$ cat src/rtl/cpu_pkg.sv
// Shared pipeline types and constants used by the fetch stage and its IF/ID register.
package cpu_pkg;

  localparam int XLEN = 32;
  localparam logic [XLEN-1:0] NOP = 32'h0000_0000;
  localparam logic [XLEN-1:0] PC_STEP = 32'd4;

  typedef enum logic {
    RUN    = 1'b0,
    HALTED = 1'b1
  } fetch_state_e;

  // Instruction fetch is word-granular; the low two bits of a byte target are dropped.
  function automatic logic [XLEN-1:0] align_word(input logic [XLEN-1:0] addr);
    return {addr[XLEN-1:2], 2'b00};
  endfunction

endpackage

$ cat src/rtl/fetch_stage_if.sv
// Control, instruction-memory and IF/ID signals of the fetch stage, grouped as one bundle.
interface fetch_stage_if;
  import cpu_pkg::*;

  logic            stall;
  logic            redirect_valid;
  logic [XLEN-1:0] redirect_pc;
  logic [XLEN-1:0] imem_addr;
  logic [XLEN-1:0] imem_instr;
  logic [XLEN-1:0] pc;
  logic            if_id_valid;
  logic [XLEN-1:0] if_id_pc;
  logic [XLEN-1:0] if_id_instr;
  logic            misaligned;
  logic            halted;
  logic [XLEN-1:0] fetch_count;

  modport master (
    input  stall, redirect_valid, redirect_pc, imem_instr,
    output imem_addr, pc, if_id_valid, if_id_pc, if_id_instr,
           misaligned, halted, fetch_count
  );

  modport slave (
    output stall, redirect_valid, redirect_pc, imem_instr,
    input  imem_addr, pc, if_id_valid, if_id_pc, if_id_instr,
           misaligned, halted, fetch_count
  );

endinterface

$ cat src/rtl/if_id_reg.sv
// IF/ID pipeline register: loads a fetched word with its PC, holds otherwise, flushes to a NOP bubble.
module if_id_reg
  import cpu_pkg::*;
(
  input  logic            clk,
  input  logic            rst_n,
  input  logic            load,
  input  logic            flush,
  input  logic [XLEN-1:0] load_pc,
  input  logic [XLEN-1:0] load_instr,
  output logic            valid,
  output logic [XLEN-1:0] pc,
  output logic [XLEN-1:0] instr
);

  logic            valid_reg;
  logic [XLEN-1:0] pc_reg;
  logic [XLEN-1:0] instr_reg;

  // Flush beats load so a redirect can never let a wrong-path word through.
  always_ff @(posedge clk) begin
    if (!rst_n) begin
      valid_reg <= 1'b0;
      pc_reg    <= '0;
      instr_reg <= NOP;
    end else if (flush) begin
      valid_reg <= 1'b0;
      pc_reg    <= '0;
      instr_reg <= NOP;
    end else if (load) begin
      valid_reg <= 1'b1;
      pc_reg    <= load_pc;
      instr_reg <= load_instr;
    end
  end

  assign valid = valid_reg;
  assign pc    = pc_reg;
  assign instr = instr_reg;

endmodule

$ cat src/rtl/fetch_stage.sv
// Instruction-fetch stage: PC, run/halt FSM, delivered-instruction counter, and the IF/ID register.
module fetch_stage
  import cpu_pkg::*;
#(
  parameter logic [31:0] RESET_PC  = 32'h0000_0000,
  parameter int unsigned MEM_DEPTH = 30
) (
  input  logic          clk,
  input  logic          rst_n,
  fetch_stage_if.master bus
);

  fetch_state_e    state_reg, state_next;
  logic [XLEN-1:0] pc_reg, pc_next;
  logic [XLEN-1:0] fetch_count_reg, fetch_count_next;
  logic            misaligned_reg, misaligned_next;
  logic            ifid_load;
  logic            ifid_flush;
  logic [XLEN-1:0] word_index;
  logic            in_range;

  assign word_index = {2'b00, pc_reg[XLEN-1:2]};
  assign in_range   = (word_index < MEM_DEPTH);

  always_ff @(posedge clk) begin
    if (!rst_n) begin
      state_reg       <= RUN;
      pc_reg          <= RESET_PC;
      fetch_count_reg <= '0;
      misaligned_reg  <= 1'b0;
    end else begin
      state_reg       <= state_next;
      pc_reg          <= pc_next;
      fetch_count_reg <= fetch_count_next;
      misaligned_reg  <= misaligned_next;
    end
  end

  always_comb begin
    state_next       = state_reg;
    pc_next          = pc_reg;
    fetch_count_next = fetch_count_reg;
    misaligned_next  = 1'b0;
    ifid_load        = 1'b0;
    ifid_flush       = 1'b0;

    if (bus.redirect_valid) begin
      // A redirect restarts fetch from any state and ignores stall.
      pc_next         = align_word(bus.redirect_pc);
      ifid_flush      = 1'b1;
      state_next      = RUN;
      misaligned_next = |bus.redirect_pc[1:0];
    end else begin
      case (state_reg)
        RUN: begin
          if (!bus.stall) begin
            if (in_range) begin
              ifid_load        = 1'b1;
              pc_next          = pc_reg + PC_STEP;
              fetch_count_next = fetch_count_reg + 32'd1;
            end else begin
              // Ran off the populated store: emit a bubble and park on this PC.
              ifid_flush = 1'b1;
              state_next = HALTED;
            end
          end
        end
        HALTED: begin
          state_next = HALTED;
        end
        default: begin
          state_next = RUN;
        end
      endcase
    end
  end

  if_id_reg u_if_id_reg (
    .clk        (clk),
    .rst_n      (rst_n),
    .load       (ifid_load),
    .flush      (ifid_flush),
    .load_pc    (pc_reg),
    .load_instr (bus.imem_instr),
    .valid      (bus.if_id_valid),
    .pc         (bus.if_id_pc),
    .instr      (bus.if_id_instr)
  );

  assign bus.imem_addr   = word_index;
  assign bus.pc          = pc_reg;
  assign bus.fetch_count = fetch_count_reg;
  assign bus.misaligned  = misaligned_reg;
  assign bus.halted      = (state_reg == HALTED);

endmodule

$ cat src/flat_wrapper.sv
// flat-port wrapper written by rule: the top's interface ports become plain ports
module fetch_stage_flat import cpu_pkg::*;
#(
  parameter logic [31:0] RESET_PC  = 32'h0000_0000,
  parameter int unsigned MEM_DEPTH = 30
)
  (clk, rst_n, bus_stall, bus_redirect_valid, bus_redirect_pc, bus_imem_instr, bus_imem_addr, bus_pc, bus_if_id_valid, bus_if_id_pc, bus_if_id_instr, bus_misaligned, bus_halted, bus_fetch_count);
  fetch_stage_if bus_i ();
  input  logic clk;
  input  logic rst_n;
  input wire logic [$bits(bus_i.stall)-1:0] bus_stall;
  input wire logic [$bits(bus_i.redirect_valid)-1:0] bus_redirect_valid;
  input wire logic [$bits(bus_i.redirect_pc)-1:0] bus_redirect_pc;
  input wire logic [$bits(bus_i.imem_instr)-1:0] bus_imem_instr;
  output wire logic [$bits(bus_i.imem_addr)-1:0] bus_imem_addr;
  output wire logic [$bits(bus_i.pc)-1:0] bus_pc;
  output wire logic [$bits(bus_i.if_id_valid)-1:0] bus_if_id_valid;
  output wire logic [$bits(bus_i.if_id_pc)-1:0] bus_if_id_pc;
  output wire logic [$bits(bus_i.if_id_instr)-1:0] bus_if_id_instr;
  output wire logic [$bits(bus_i.misaligned)-1:0] bus_misaligned;
  output wire logic [$bits(bus_i.halted)-1:0] bus_halted;
  output wire logic [$bits(bus_i.fetch_count)-1:0] bus_fetch_count;
  assign bus_i.stall = bus_stall;
  assign bus_i.redirect_valid = bus_redirect_valid;
  assign bus_i.redirect_pc = bus_redirect_pc;
  assign bus_i.imem_instr = bus_imem_instr;
  assign bus_imem_addr = bus_i.imem_addr;
  assign bus_pc = bus_i.pc;
  assign bus_if_id_valid = bus_i.if_id_valid;
  assign bus_if_id_pc = bus_i.if_id_pc;
  assign bus_if_id_instr = bus_i.if_id_instr;
  assign bus_misaligned = bus_i.misaligned;
  assign bus_halted = bus_i.halted;
  assign bus_fetch_count = bus_i.fetch_count;
  fetch_stage #(.RESET_PC(RESET_PC), .MEM_DEPTH(MEM_DEPTH)) u_core (.clk(clk), .rst_n(rst_n), .bus(bus_i));
endmodule
$ cat config.mk
export PLATFORM = sky130hd
export DESIGN_NAME = fetch_stage_flat
export DESIGN_NICKNAME = d
export VERILOG_FILES = /design/src/rtl/cpu_pkg.sv /design/src/rtl/fetch_stage_if.sv /design/src/rtl/if_id_reg.sv /design/src/rtl/fetch_stage.sv /design/src/flat_wrapper.sv
export SDC_FILE = /design/constraint.sdc
export NUM_CORES = 1
export LEC_CHECK = 0
export ABC_CLOCK_PERIOD_IN_PS = 2050
export CAP_MARGIN = 20
export CORE_MARGIN = 3
export CORE_UTILIZATION = 37
export CTS_CLUSTER_DIAMETER = 30
export CTS_CLUSTER_SIZE = 30
export DETAILED_ROUTE_END_ITERATION = 6
export PLACE_DENSITY = 0.76
export SLEW_MARGIN = 5
export SYNTH_ARGS = -nofsm -noshare
export SYNTH_HDL_FRONTEND = slang
export SYNTH_SLANG_ARGS = --single-unit
$ cat constraint.sdc
create_clock -name clk -period 2.05 [get_ports clk]
set_input_delay 0.41 -clock clk [delete_from_list [all_inputs] [get_ports clk]]
set_output_delay 0.41 -clock clk [all_outputs]
set_load 0.05 [all_outputs]
==> impl_metrics.yaml <==
clocking:
  clockBufferDepth: 2
  clkSinkCount: 127
  hold_buffers: 0
  path_clk_slew_ps: 60
  clk_latency_ps: 420
  root_buffer: "clkbuf_16"
  cts_inserted_buffers: 17
  cts_max_level: 4
  cts_tree: "done"
run_status:
  failed_checks: "setup timing"
  status: "complete, but fails checks"
global_route:
  track_usage: 0.211
  grt_first_pass_wirelength_um: 24700
  antenna_found_initial: 0
  grt_max_degree: 39
  gr-total-overflow: 0
  grt_pass1_vias: 4809
yosys:
  synth-edff-count: 0
  synth_most_common_cell: "dfxtp_1"
  syn_area_um2: 5030
  synth_area_per_cell_um2: 8.97
  synth.largest_area_cell: "dfxtp_1"
  syn_inst: 561
  synth_async_sr_flop_share: 0
  synthTopCellsByArea: "dfxtp_1, nand2_1, a21oi_1, buf_4, and2_1"
  yosys_warnings: 0
  yosysSeqAreaShare: 0.505
  synth-seq-cells: 127
  synthFlopType: "dfxtp_1"
  yosysUniqueCellTypes: 40
  synth.top_cells.by_count: "dfxtp_1, nand2_1, a21oi_1, buf_4, nor2_1"
  synth_top_cell_area_share: 0.505
die:
  die_h_um: 123
  io-pin-count: 231
  rows: 41
  die_x_um: 123
  start_util: 0.389
  coreArea_um2: 12900
  die-area_um2: 15000
final_layout:
  n_antenna_cell: 0
  design_area_um2: 8570
  area.growth.synth_to_final_pct: 70.5
  finalNonFillerCells: 999
  drive_gt1_frac: 0.235
  nFillCells: 1036
  nets: 884
critical_path:
  critPathKind: "flop to flop"
  r2r_slack_ps: -70
  critPathLaunchType: "flop"
  worstPathCellList: "nor4_4 > nand4_2 > buf_6 > or4_4 > or3_1 > a21oi_2"
  worst_path_dominant_cell_family: "simple AND/OR/NAND/NOR gates"
  reg2reg_depth: 6
  cp_num_cells: 6
  worst_path_largest_cell_delay_ps: 560
  crit_fanout: 8
  cp_slowest_cell: "or4_4"
  path_buf_inv: 1
  worstPathRequired_ps: 2390
  cp-end-kind: "flop"
  crit_arrival_ps: 2470
timing:
  max_freq_mhz: 471
  slew_headroom: 0.557
  fin_crit_sh: 1.04
  hold_viol: 0
  rsz0062_at_grt: "yes"
  slew_viol_final: 0
  setup_slack_ps: -72.5
  tightestPinTransition_ps: 663
  finalSetupViolations: 10
  clock_skew_ps: 8.64
  post-route-min-period_ps: 2120
hold_path:
  hold_depth: 2
  holdCritPathClass: "flop to flop"
route:
  drt_iter0_drc: 255
  via_per_inst: 4.90
  post_drt_wl_per_cell_um: 16.0
  route.vias.total: 4900
  post-route-drc-count: 0
  dr.pass1.iters: 5
  routed_wl_um: 16000
  antenna_left: 0
placed_design:
  io_buffers: 224
  place_hpwl_um: 11400
  pre_cts_slack_ps: -584
  dp.cells: 956
  place_area_um2: 7720
  finalWeightedCongestion: 0.830
power:
  powerDensity_nw_per_um2: 738
  fin_total_pwr_uw: 6330
  ir_worst_vdd_mv: 0.666
  p_leak_uw: 0.00362
run:
  drv_cap: 0
==> per-stage QoR <==
step / TNS, ps / hold WS, ps / util
2_1_floorplan: -207 / 520 / -
4_1_cts: -2490 / 456 / 0.649
6_report: -398 / 454 / 0.663
3_5_place_dp: -47800 / 446 / 0.597
5_1_grt: -4310 / 476 / 0.663
3_3_place_gp: -43500 / 442 / 0.597
==> path summary, 6_finish.rpt <==
kind	startpoint	end
max reg2reg	u_core.bus.pc[18]	u_core.bus.fetch_count[26]
min	u_core.u_if_id_reg.instr[2]	u_core.u_if_id_reg.instr[2]
min reg2reg	u_core.u_if_id_reg.instr[2]	u_core.u_if_id_reg.instr[2]
max	u_core.bus.pc[18]	u_core.bus.fetch_count[26]
==> where the power goes <==
part           internal, uW  leakage, uW  switching (uW)
logic                   323      0.00227             481
clock network          1840     0.000294            1160
registers              2490      0.00106            35.5
total                  4650      0.00362            1680
==> per-layer routing <==
| layer | up-vias | wire length (um) | GRT usage | share of wire |
|---|---|---|---|---|
| met2 | 165 | 8390 | 0.361 | 0.53 |
| met5 | - | 0 | 0 | 0 |
| li1 | 2400 | - | - | - |
| met1 | 2322 | 6070 | 0.236 | 0.38 |
| met4 | 0 | 175 | 0.0630 | 0.011 |
| met3 | 13 | 1320 | 0.0935 | 0.083 |
==> kinds of logic (layout without fill, tap and decap cells) <==
kind of cell,count (synthesis),after routing,share of synthesized area
and+or+nand+nor,219,220,0.231
other,1,6,0.000746
muxes,11,11,0.0219
adders and majority gates,2,2,0.00497
DFF,127,127,0.505
buffers and inverters,79,339,0.0881
AOI/OAI and AO/OA,109,109,0.126
xor gates and xnor gates,13,13,0.0226
==> what timing repair did <==
item / in CTS / in global routing
endpoints found under the setup margin: 143 / 91
buffers inserted: 3 / 4
resized for setup: 76 / 44
pin swaps: 8 / 15
cloned: 3 / 2
==> tightest hold or removal path, cell delays in order, from the launching register on <==
cell and delay, ps:
dfxtp_1 310, nand2_1 50, a21oi_1 50
==> layout make-up <==
type                    count  area, um^2  area share
multi-input cells         361        2200       0.256
clock inverters            12         120      0.0140
well taps                 172         215      0.0251
flip-flops and latches    127        2670       0.311
repair buffers            296        2850       0.333
inverters                  11        41.3     0.00482
clock buffers              20         479      0.0559
==> cells in the final DEF (no fill, tap or decap), types with 13 or more instances in the layout <==
cell,netlist,layout
clkbuf_16,0,20
a21oi_1,65,55
nand2_1,89,89
xnor2_1,13,13
dfxtp_4,0,27
buf_4,36,68
a22o_1,15,15
nor2_1,29,26
dlygate4sd2_1,0,65
dfxtp_1,127,79
and2_1,26,26
clkdlybuf4s50_1,0,136
dlymetal6s2s_1,0,14
dfxtp_2,0,21
No activity file was read; power rests on OpenSTA's default activity.
